`config.mk`:
```
export PLATFORM = sky130hd
export DESIGN_NAME = branch_resolve
export DESIGN_NICKNAME = d
export VERILOG_FILES = /design/src/rtl/bru_pkg.sv /design/src/rtl/bru_perf_cnt.sv /design/src/rtl/branch_resolve.sv
export SDC_FILE = /design/constraint.sdc
export NUM_CORES = 1
export LEC_CHECK = 0
export BUFFER_PORTS_ARGS = -buffer_cell sky130_fd_sc_hd__buf_2
export CAP_MARGIN = 25
export CORE_MARGIN = 5
export CORE_UTILIZATION = 51
export CTS_BUF_LIST = sky130_fd_sc_hd__clkbuf_4 sky130_fd_sc_hd__clkbuf_8 sky130_fd_sc_hd__clkbuf_16
export DETAILED_ROUTE_END_ITERATION = 12
export PLACE_DENSITY = 0.9
export REMOVE_ABC_BUFFERS = 1
export SLEW_MARGIN = 20
export SYNTH_ARGS = -nofsm -noshare
export SYNTH_HDL_FRONTEND = slang
export SYNTH_SLANG_ARGS = --single-unit
```
`constraint.sdc`:
```
create_clock -name clk -period 3.9 [get_ports clk]
set_clock_uncertainty 0.05 [all_clocks]
set_input_delay 0.195 -clock clk [delete_from_list [all_inputs] [get_ports clk]]
set_output_delay 0.195 -clock clk [all_outputs]
set_load 0.02 [all_outputs]
```
`src/rtl/bru_pkg.sv`:
```
// bru_pkg: shared definitions for the branch resolution unit.
//   bru_state_e  - resolver FSM state encoding (RUN / SHADOW)
//   XLEN_DEFAULT - default PC / target width
package bru_pkg;

    localparam int XLEN_DEFAULT = 32;

    typedef enum logic {
        ST_RUN    = 1'b0,
        ST_SHADOW = 1'b1
    } bru_state_e;

endpackage

```
`src/rtl/bru_perf_cnt.sv`:
```
// bru_perf_cnt: resolved-CTI and mispredict event counters.
// Ports:
//   clk            - clock, rising edge
//   rst            - synchronous active-low reset
//   inc_branch     - count one resolved control transfer
//   inc_mispredict - count one mispredict
//   branches       - resolved control-transfer count (wraps at 2^32)
//   mispredicts    - mispredict count (wraps at 2^32)
module bru_perf_cnt (
    input  logic        clk,
    input  logic        rst,
    input  logic        inc_branch,
    input  logic        inc_mispredict,
    output logic [31:0] branches,
    output logic [31:0] mispredicts
);

    always_ff @(posedge clk) begin
        if (!rst) begin
            branches    <= '0;
            mispredicts <= '0;
        end else begin
            if (inc_branch)     branches    <= branches + 32'd1;
            if (inc_mispredict) mispredicts <= mispredicts + 32'd1;
        end
    end

endmodule

```
`src/rtl/branch_resolve.sv`:
```
// branch_resolve: EX-stage resolution of conditional branches, JAL and JALR.
// Compares the fetch-time prediction with the real outcome, writes the BTB,
// and on a mispredict issues a registered redirect plus IF/ID and ID/EX
// flushes, then ignores the single wrong-path instruction that follows.
//
// Optional feature: define BRU_PERF_CNT_EN to build the performance counters;
// otherwise perf_branches / perf_mispredicts are tied to zero.
//
// Ports:
//   clk, rst (sync, active-low)
//   ex_* inputs     - decoded EX instruction, outcome and fetch prediction
//   update*         - BTB write strobe / index PC / target
//   redirect*       - fetch redirect strobe and corrected PC
//   flush_if_id/id_ex - pipeline flushes (same timing as redirect)
//   perf_*          - event counters
//
// FSM states:
//   state     | meaning
//   ST_RUN    | resolving normally
//   ST_SHADOW | cycle after a mispredict; EX holds a wrong-path instruction
module branch_resolve
    import bru_pkg::*;
#(
    parameter int XLEN = XLEN_DEFAULT
) (
    input  logic            clk,
    input  logic            rst,
    input  logic            ex_valid,
    input  logic            ex_is_branch,
    input  logic            ex_is_jal,
    input  logic            ex_is_jalr,
    input  logic [XLEN-1:0] ex_pc,
    input  logic            ex_taken,
    input  logic [XLEN-1:0] ex_target,
    input  logic            ex_pred_valid,
    input  logic [XLEN-1:0] ex_pred_target,
    output logic            update,
    output logic [XLEN-1:0] update_PC,
    output logic [XLEN-1:0] update_target,
    output logic            redirect,
    output logic [XLEN-1:0] redirect_PC,
    output logic            flush_if_id,
    output logic            flush_id_ex,
    output logic [31:0]     perf_branches,
    output logic [31:0]     perf_mispredicts
);

    bru_state_e      state;
    bru_state_e      state_nxt;

    logic            cti;
    logic            jalr_eff;
    logic            act_taken;
    logic [XLEN-1:0] tgt;
    logic [XLEN-1:0] pc_plus4;
    logic [XLEN-1:0] act_next;
    logic [XLEN-1:0] pred_next;
    logic            resolve;
    logic            mispredict;
    logic            wr;

    // Outcome datapath. JAL outranks JALR, so the JALR low-bit clear only
    // applies when JAL is not also flagged.
    assign cti       = ex_is_branch | ex_is_jal | ex_is_jalr;
    assign jalr_eff  = ex_is_jalr & ~ex_is_jal;
    assign tgt       = jalr_eff ? {ex_target[XLEN-1:1], 1'b0} : ex_target;
    assign act_taken = ex_is_jal | ex_is_jalr | (ex_is_branch & ex_taken);
    assign pc_plus4  = ex_pc + XLEN'(4);
    assign act_next  = act_taken ? tgt : pc_plus4;
    assign pred_next = ex_pred_valid ? ex_pred_target : pc_plus4;

    // State register
    always_ff @(posedge clk) begin
        if (!rst) state <= ST_RUN;
        else      state <= state_nxt;
    end

    // Next-state logic
    always_comb begin
        state_nxt = state;
        case (state)
            ST_RUN:    if (mispredict) state_nxt = ST_SHADOW;
            ST_SHADOW: state_nxt = ST_RUN;
            default:   state_nxt = ST_RUN;
        endcase
    end

    // Output decode: nothing resolves while in the shadow of a redirect.
    always_comb begin
        resolve    = 1'b0;
        mispredict = 1'b0;
        wr         = 1'b0;
        if (state == ST_RUN) begin
            resolve    = ex_valid & cti;
            mispredict = resolve & (act_next != pred_next);
            // Not-taken outcomes never write: the BTB cannot invalidate.
            wr         = resolve & act_taken &
                         (~ex_pred_valid | (ex_pred_target != tgt));
        end
    end

    // Registered outputs; the PC/target fields hold until the next capture.
    always_ff @(posedge clk) begin
        if (!rst) begin
            update        <= 1'b0;
            update_PC     <= '0;
            update_target <= '0;
            redirect      <= 1'b0;
            redirect_PC   <= '0;
        end else begin
            update   <= wr;
            redirect <= mispredict;
            if (wr) begin
                update_PC     <= ex_pc;
                update_target <= tgt;
            end
            if (mispredict) redirect_PC <= act_next;
        end
    end

    assign flush_if_id = redirect;
    assign flush_id_ex = redirect;

`ifdef BRU_PERF_CNT_EN
    bru_perf_cnt u_perf_cnt (
        .clk            (clk),
        .rst            (rst),
        .inc_branch     (resolve),
        .inc_mispredict (mispredict),
        .branches       (perf_branches),
        .mispredicts    (perf_mispredicts)
    );
`else
    assign perf_branches    = 32'd0;
    assign perf_mispredicts = 32'd0;
`endif

endmodule

```
# After elaboration in Yosys (flattened, before gate mapping)
# Index checks and enable logic that the tools add are counted.
[classes]
addsub = 1
eq_ne = 2
muxes = 7
bitwise = 14
[ops]
columns = ["op", "n"]
rows = [
  ["two-way mux 32 bit", 2],
  ["inequality test 32 bit", 2],
  ["adder 32 x 3 -> 32 bit, second input constant", 1],
  ["AND 1 bit", 6],
  ["bitwise OR 1 bit", 5],
  ["two-way mux 1 bit", 4],
  ["NOT 1 bit", 3],
  ["case mux 1 bit (2 select lines)", 1],
]
[totals]
regBits = 99
inputBits = 104
elab_cells = 30

# Depth between registers and ports, before layout
# Gate-level depths: netlist of run 1.
[logic_depth]
word_depth = 9
depth_mapped = 15
depth_no_buf = 11

# Worst setup path before layout of run 1
# OpenSTA, ideal clock, no wires.
[synth_path]
path_type = "input to register"
start = "input port ex_pc[6]"
end = "register redirect_PC[22]"
setup_ps = 132
t_arrival_ps = 3175
t_required_ps = 3718
setup_slack_ps = 543
cell_stages = 14
path_buffers = 4
path_cell_list = "buf_2 and4_1 clkbuf_1 nand2_1 or4_1 clkbuf_1 xor2_1 mux2_2 a31oi_1 or4_1 o21a_1 clkbuf_1 o21ai_0 a21oi_1"
[synth_via]
elab_chain_cells = 5
[synth_rtl]
columns = ["item", "line_no", "rtl"]
rows = [
  ["start, declared", "branch_resolve.sv:32", "input logic [XLEN-1:0] ex_pc,"],
  ["adder 32 x 3 -> 32 bit (*)", "branch_resolve.sv:68", "assign pc_plus4 = ex_pc + XLEN'(4);"],
  ["two-way mux 32 bit, on equally long branches", "branch_resolve.sv:69, branch_resolve.sv:70", ""],
  ["inequality test 32 bit", "branch_resolve.sv:95", "mispredict = resolve & (act_next != pred_next);"],
  ["AND 1 bit", "branch_resolve.sv:95", ""],
  ["two-way mux 1 bit", "branch_resolve.sv:93", "if (state == ST_RUN) begin"],
  ["end signal, assigned", "branch_resolve.sv:117", "if (mispredict) redirect_PC <= act_next;"],
  ["end, declared", "branch_resolve.sv:41", "output logic [XLEN-1:0] redirect_PC,"],
]
# Every way passes the cells marked *; elsewhere a longest branch is shown, timed or not.
# A chain may end at the register's enable or synchronous reset.

# Final worst setup path of run 1
[layout_path]
start = "input port ex_pc[3]"
end = "register redirect_PC[1]"
[layout_via]
elab_chain_cells = 5
[layout_rtl]
columns = ["item", "line_no"]
rows = [
  ["adder 32 x 3 -> 32 bit (*)", "branch_resolve.sv:68"],
  ["two-way mux 32 bit, on equally long branches", "branch_resolve.sv:69, branch_resolve.sv:70"],
  ["inequality test 32 bit (*)", "branch_resolve.sv:95"],
  ["AND 1 bit (*)", "branch_resolve.sv:95"],
  ["two-way mux 1 bit (*)", "branch_resolve.sv:93"],
]
# Marked as above.

==> impl_metrics.yaml, run 1 <==
cells_and_area:
  layout_common_cells: "203 x buf_2, 115 x nor2_1, 99 x dfxtp_1, 75 x nand2_1, 69 x mux2i_1"
  seq_area_sq_um: 1982
  multiInputGateArea_sq_um: 4693
  nFillCells: 1220
  area_delta_synth_final_pct: 18.30
  final_cells: 1296
  final_common_cell: "buf_2"
  final_nets: 1215
  postLayoutCoreUtil: 0.6182
  drive_gt1_frac: 0.2404
worst_setup_path:
  rr_endpoint: "update_PC[28]"
  rr_worst_depth: 7
  r2r-start: "state"
  rrSetupSlack_ns: 1.81
  worst_path_max_delay_cell: "or4_1"
  crit_chain: "buf_2 -> ha_1 -> nand4_1 -> or4_1 -> buf_4 -> nor3_1 -> o31ai_1 -> a21oi_1 -> o221ai_1 -> or4_1 -> o21a_1 -> buf_12 -> nor3_1 -> a311oi_1"
  critPathMaxFanout: 25
  cp-end-kind: "flip-flop"
  required_ns: 4.08
  cp_data_arrival_time_ns: 3.62
  critPathTopFamily: "simple AND/OR/NAND/NOR gates"
  start_kind: "input pin"
  slowest_delay_ns: 0.63
  crit_buf_inv: 3
  path_class: "in -> reg"
timing:
  finalSetupTns_ns: 0
  worst_pin_slew_ns: 0.9213
  period_minus_slack_ns: 3.439
  rsz0062_at_grt: "no"
  hold_viol_final: 0
  fin_crit_sh: 0.8818
  setup_viol: 0
  slew_violations: 0
  fmax_ghz: 0.2908
  maxSlewHeadroom: 0.3858
grt:
  grt_pass1_vias: 6892
  grt-ovfl-total: 0
  grtUsageTotal: 0.2896
  grt_pass1_wl_microns: 37810
  antenna_found_initial: 0
  grt_max_degree: 51
status:
  status: "complete, no violations"
cts:
  post_cts_buffers: 0
  root_buffer: "clkbuf_16"
  clkTransAtPathRegs_ns: 0.07
  clk_path_buf_depth: 2
  clock_latency_ns: 0.35
  cts_tree: "built"
  cts_made_buffers: 9
  htree_levels: 3
  ctsHoldBuffers: 0
  cts.sinks: 99
  cts_resized: 0
floorplan:
  die_area_sq_um: 16770
  io_pins: 268
  rows: 43
  core_area_sq_um: 13930
  die_y_microns: 129.5
  die_x_microns: 129.5
  start_util: 0.5226
synthesis:
  ys_async_sr_fraction: 0
  netlist_area_sq_um: 7282
  syn_avg_cell_area_sq_um: 7.780
  synth_cell_types: 59
  synth-edff-count: 0
  ys_seq_area_frac: 0.2722
  syn_inst: 936
  yosysWarnings: 0
  synth-seq-cells: 99
  synth-main-ff-cell: "dfxtp_1"
detailed_routing:
  drc: 0
  totalWireLength_microns: 25340
  dr.pass1.iters: 5
  drt-initial-drc-count: 858
  vias_per_cell: 5.797
  wl_per_cell_microns: 19.55
  vias: 7513
  drtAntennaViolNets: 0
min_path:
  holdCritPathClass: "in -> reg"
  min-delay-start: "ex_pc[9]"
  hold_path_end: "update_PC[9]"
  holdPathStages: 3
pwr:
  p_per_area_nw_per_um2: 354.6
  leakagePower_uw: 0.004061
  irDropWorstVdd_uv: 239.1
place:
  placed_cells: 1279
  placement.io_buffers: 203
  dp_hpwl_microns: 19890
  place_congestion: 1.039
job:
  cap_violations: 0
## power breakdown
group	internal, uW	switching [uW]	total, uW	leakage (uW)
logic	327	602	929	0.00308
registers	1090	39.5	1130	0.000814
clock network	591	404	995	0.000164
## synthesized netlist by cell type (3+ instances only)
| cell type | number | area share |
|---|---|---|
| xor2_1 | 57 | 0.069 |
| o221ai_1 | 3 | 0.0036 |
| or3_1 | 8 | 0.0069 |
| o211ai_1 | 10 | 0.010 |
| buf_6 | 3 | 0.0046 |
| dfxtp_1 | 99 | 0.27 |
| o311ai_0 | 3 | 0.0036 |
| nand3_1 | 25 | 0.017 |
| o21ai_1 | 16 | 0.011 |
| nor2_1 | 115 | 0.059 |
| inv_1 | 17 | 0.0088 |
| mux2i_1 | 69 | 0.095 |
| nor4b_1 | 5 | 0.0060 |
| xnor3_1 | 6 | 0.019 |
| a211oi_1 | 18 | 0.019 |
| buf_2 | 6 | 0.0041 |
| nand4_1 | 22 | 0.019 |
| and4_1 | 4 | 0.0048 |
| xnor2_1 | 49 | 0.059 |
| o31ai_1 | 3 | 0.0031 |
| or4_1 | 5 | 0.0052 |
| o2111ai_1 | 3 | 0.0036 |
| o21ai_0 | 39 | 0.027 |
| o22ai_1 | 6 | 0.0052 |
| nand3b_1 | 5 | 0.0052 |
| nor3_1 | 21 | 0.014 |
| buf_4 | 66 | 0.068 |
| nand2b_1 | 3 | 0.0026 |
| and2_1 | 5 | 0.0043 |
| buf_1 | 6 | 0.0031 |
| and3_1 | 8 | 0.0069 |
| nor3b_1 | 3 | 0.0031 |
| or2_2 | 3 | 0.0026 |
| a31oi_1 | 9 | 0.0077 |
| nand2_1 | 75 | 0.039 |
| clkbuf_1 | 59 | 0.030 |
| a21oi_1 | 38 | 0.026 |
| nor4_1 | 12 | 0.010 |
| nor2b_1 | 3 | 0.0026 |
| a311oi_1 | 5 | 0.0060 |
## layout make-up
class | count | area share
tap | 180 | 0.02614
antenna | 1 | 0.0002905
sequential | 99 | 0.2301
clock buffer | 11 | 0.02861
multi-input combinational | 743 | 0.5448
timing repair buffer | 240 | 0.1531
inverter | 17 | 0.007407
clock inverter | 5 | 0.009586
## through the flow
step / total power (uW) / area (sq um) / hold WS [ns] / worst slack (ns)
after floorplan: 1729 / 6715 / 0.2861 / -4.164
after global placement: 2047 / 8283 / 0.3839 / 0.2891
after detailed placement: 2064 / 8283 / 0.3929 / 0.2073
after CTS: 3055 / 8612 / 0.08308 / 0.5492
after global routing: 3188 / 8612 / 0.09721 / 0.2080
final: 3055 / 8615 / 0.09086 / 0.4609
## registers in the layout, summed over array words and instances, names as in the netlist
signal,flops
update_target,32
flush_id_ex,1
update_PC,32
redirect_PC,32
update,1
state,1
## worst max-delay path by stage
| stage | start | endpoint | slack [ns] | cells past startpoint |
|---|---|---|---|---|
| 2_1_floorplan | ex_is_jal | update_PC[0] | -4.16 | 7 |
| 3_5_place_dp | ex_pc[3] | redirect_PC[15] | 0.21 | 14 |
| 3_3_place_gp | ex_pc[3] | redirect_PC[15] | 0.29 | 14 |
| 4_1_cts | ex_pc[3] | redirect_PC[1] | 0.55 | 14 |
| 6_report | ex_pc[3] | redirect_PC[1] | 0.46 | 14 |
| 5_1_grt | ex_pc[3] | redirect_PC[22] | 0.21 | 14 |
## kinds of logic after synthesis
kind of cell / count (synthesis) / share of synthesized area
compound gates: 170 / 0.1474
flops: 99 / 0.2722
xor+xnor: 112 / 0.1460
simple gates: 326 / 0.2167
buf+inv: 157 / 0.1191
other cells: 1 / 0.0005150
fa+ha+maj: 1 / 0.001718
mux: 70 / 0.09639
## worst register-to-register path, stage by stage (launching register included)
cell and delay, ns:
dfxtp_1 0.31, inv_1 0.04, o311ai_0 0.23, nor2_1 0.27, o21ai_4 0.12, buf_4 0.51
mux2i_1 0.36, nor2_1 0.05
## per-layer routing
layer	GRT usage	wire (microns)	vias up
met1	0.3678	9830	3479
met2	0.4744	11680	471
met3	0.08615	3053	70
met4	0.08924	733	2
met5	0.01471	34	-
li1	-	-	3491
(Power assumes the default switching activity.)
==> inputs of run 2 (changes only) <==
--- a/config.mk
+++ b/config.mk
@@ -11,9 +11,11 @@
 export CORE_UTILIZATION = 51
 export CTS_BUF_LIST = sky130_fd_sc_hd__clkbuf_4 sky130_fd_sc_hd__clkbuf_8 sky130_fd_sc_hd__clkbuf_16
 export DETAILED_ROUTE_END_ITERATION = 12
+export GPL_TIMING_DRIVEN = 0
 export PLACE_DENSITY = 0.9
 export REMOVE_ABC_BUFFERS = 1
 export SLEW_MARGIN = 20
 export SYNTH_ARGS = -nofsm -noshare
 export SYNTH_HDL_FRONTEND = slang
+export SYNTH_HIERARCHICAL = 1
 export SYNTH_SLANG_ARGS = --single-unit
==> impl_metrics.yaml, run 2 <==
synthesis:
  netlist.area_leader.share: 0.2722
  ys_seq_area_frac: 0.2722
  synth-seq-cells: 99
  netlist_area_sq_um: 7282
  syn_inst: 936
  synth-main-ff-cell: "dfxtp_1"
  yosys.area.top_type: "dfxtp_1"
  synth-edff-count: 0
  yosysWarnings: 6
  synth_area_leaders: "dfxtp_1 27%, mux2i_1 9.5%, xor2_1 6.9%, buf_4 6.8%, nor2_1 5.9%"
  synth_cell_types: 59
  syn_avg_cell_area_sq_um: 7.780
  ys_async_sr_fraction: 0
  synthTopCellsByCount: "115 x nor2_1, 99 x dfxtp_1, 75 x nand2_1, 69 x mux2i_1, 66 x buf_4"
  yosysMostFrequentCell: "nor2_1"
worst_setup_path:
  crit_chain: "buf_2 -> ha_2 -> nand4_1 -> or4_4 -> or3_1 -> and3_1 -> a2111o_1 -> or4_1 -> nor4_4 -> o22ai_4 -> buf_6 -> o21ai_0 -> o21ai_1"
  crit_buf_inv: 2
  critPathTopFamily: "simple AND/OR/NAND/NOR gates"
  start_kind: "input pin"
  cp-end-kind: "flip-flop"
  worst_path_max_delay_cell: "or4_4"
  cp_data_arrival_time_ns: 3.91
  rrSetupSlack_ns: 1.47
  path_class: "in -> reg"
  required_ns: 4.10
  slowest_delay_ns: 0.55
  critPathMaxFanout: 15
cts:
  cts.sinks: 99
  clock_latency_ns: 0.35
  ctsHoldBuffers: 0
  htree_levels: 3
  clk_path_buf_depth: 2
  clkTransAtPathRegs_ns: 0.07
  cts_tree: "built"
  cts_made_buffers: 9
  root_buffer: "clkbuf_16"
grt:
  grt-ovfl-total: 0
  grt_pass1_wl_microns: 36670
  grt_pass1_vias: 6738
  antenna_found_initial: 1
  grt_max_degree: 54
  grtUsageTotal: 0.2808
timing:
  fmax_ghz: 0.2695
  worst_pin_slew_ns: 1.184
  setup_viol: 0
  fin_crit_sh: 0.9514
  fin_ws_ns: 0.1896
  period_minus_slack_ns: 3.710
  slew_violations: 0
  hold_viol_final: 0
  maxSlewHeadroom: 0.2005
  hold_slack_ns: 0.07605
  rsz0062_at_grt: "no"
place:
  placement.io_buffers: 203
  dp_slack_ns: -0.6348
  dp_hpwl_microns: 19270
  placed_area_sq_um: 8137
  place_congestion: 1.004
detailed_routing:
  totalWireLength_microns: 24580
  drtAntennaViolNets: 0
  drt-initial-drc-count: 835
  drc: 0
  wl_per_cell_microns: 19.37
  vias: 7293
  dr.pass1.iters: 5
  vias_per_cell: 5.747
floorplan:
  die_y_microns: 129.5
  core_area_sq_um: 13930
  start_util: 0.5226
  die_x_microns: 129.5
  die_area_sq_um: 16770
  rows: 43
  io_pins: 268
pwr:
  leakagePower_uw: 0.003958
  internal_power_uw: 1940
  design_power_total_uw: 2978
  comb_power_share: 0.310
  power_frac_clock: 0.311
  irDropWorstVdd_uv: 304.7
  seqPwrFrac: 0.379
  power_switching_uw: 1038
  switching_share: 0.3485
  p_per_area_nw_per_um2: 349.8
min_path:
  holdCritPathClass: "in -> reg"
cells_and_area:
  drive_gt1_frac: 0.2279
  area_delta_synth_final_pct: 16.94
  postLayoutCoreUtil: 0.6111
  layout_common_cells: "203 x buf_2, 114 x nor2_1, 99 x dfxtp_1, 75 x nand2_1, 69 x mux2i_1"
  fin_area_sq_um: 8516
  final_common_cell: "buf_2"
  largestRegisters: "redirect_PC x32, update_PC x32, update_target x32"
  final_nets: 1188
status:
  status: "complete, no violations"
job:
  cap_violations: 0
-- run 2: worst reg2reg max path, stage by stage, from the launching register on --
cell	delay [ns]
dfxtp_1	0.30
inv_1	0.05
o311ai_0	0.36
nor2_1	0.50
o21ai_4	0.33
buf_16	0.27
buf_16	0.18
mux2i_1	0.19
nor2_1	0.06
-- run 2: per-stage QoR --
stage,instances,setup TNS [ns]
5_1_grt,1269,0
3_5_place_dp,1250,-17.08
3_3_place_gp,1242,-607.05
2_1_floorplan,859,-314.01
4_1_cts,1266,0
6_report,1269,0
-- run 2: power by group through the flow --
stage | registers [uW] | logic, uW | clock network [uW]
finish | 1130 | 924 | 926
global route | 1140 | 991 | 980
CTS | 1130 | 905 | 939
detailed placement | 1150 | 901 | 0
global placement | 1150 | 919 | 0
floorplan | 1250 | 477 | 0
-- run 2: kinds of logic after synthesis --
logic type / share of synthesized area
buffers and inverters: 0.1191
xor gates and xnor gates: 0.1460
DFF: 0.2722
muxes: 0.09639
AOI/OAI and AO/OA: 0.1474
adders and majority gates: 0.001718
other: 0.0005150
and+or+nand+nor: 0.2167
-- run 2: worst paths after layout --
check                                     start                end  cells after the start
worst min register to register  redirect_PC[12]    redirect_PC[12]                      2
worst min-delay path                   ex_pc[0]       update_PC[0]                      3
worst max register to register            state  update_target[14]                      8
worst max-delay path                   ex_pc[2]    redirect_PC[14]                     13
-- run 2: metal layers --
| layer | wire (microns) | up-vias | track usage |
|---|---|---|---|
| met4 | 572 | 0 | 0.08435 |
| li1 | - | 3429 | - |
| met1 | 10010 | 3408 | 0.3682 |
| met2 | 11550 | 410 | 0.4689 |
| met3 | 2444 | 46 | 0.05606 |
| met5 | 0 | - | 0 |
-- run 2: repair_timing --
action                                  in CTS  in global routing
pin swaps                                    0                  1
setup buffers                                0                  2
cloned                                       0                  0
resized for setup                            3                  8
endpoints found under the setup margin      27                 32
-- run 2: layout make-up --
| cell class | count | area, sq um |
|---|---|---|
| fill | 1252 | 5419 |
| multi-input combinational | 743 | 4752 |
| sequential | 99 | 1982 |
| timing repair buffer | 213 | 1179 |
| clock buffer | 11 | 246.5 |
| tap | 180 | 225.2 |
| inverter | 17 | 66.31 |
| clock inverter | 5 | 62.56 |
| antenna | 1 | 2.502 |
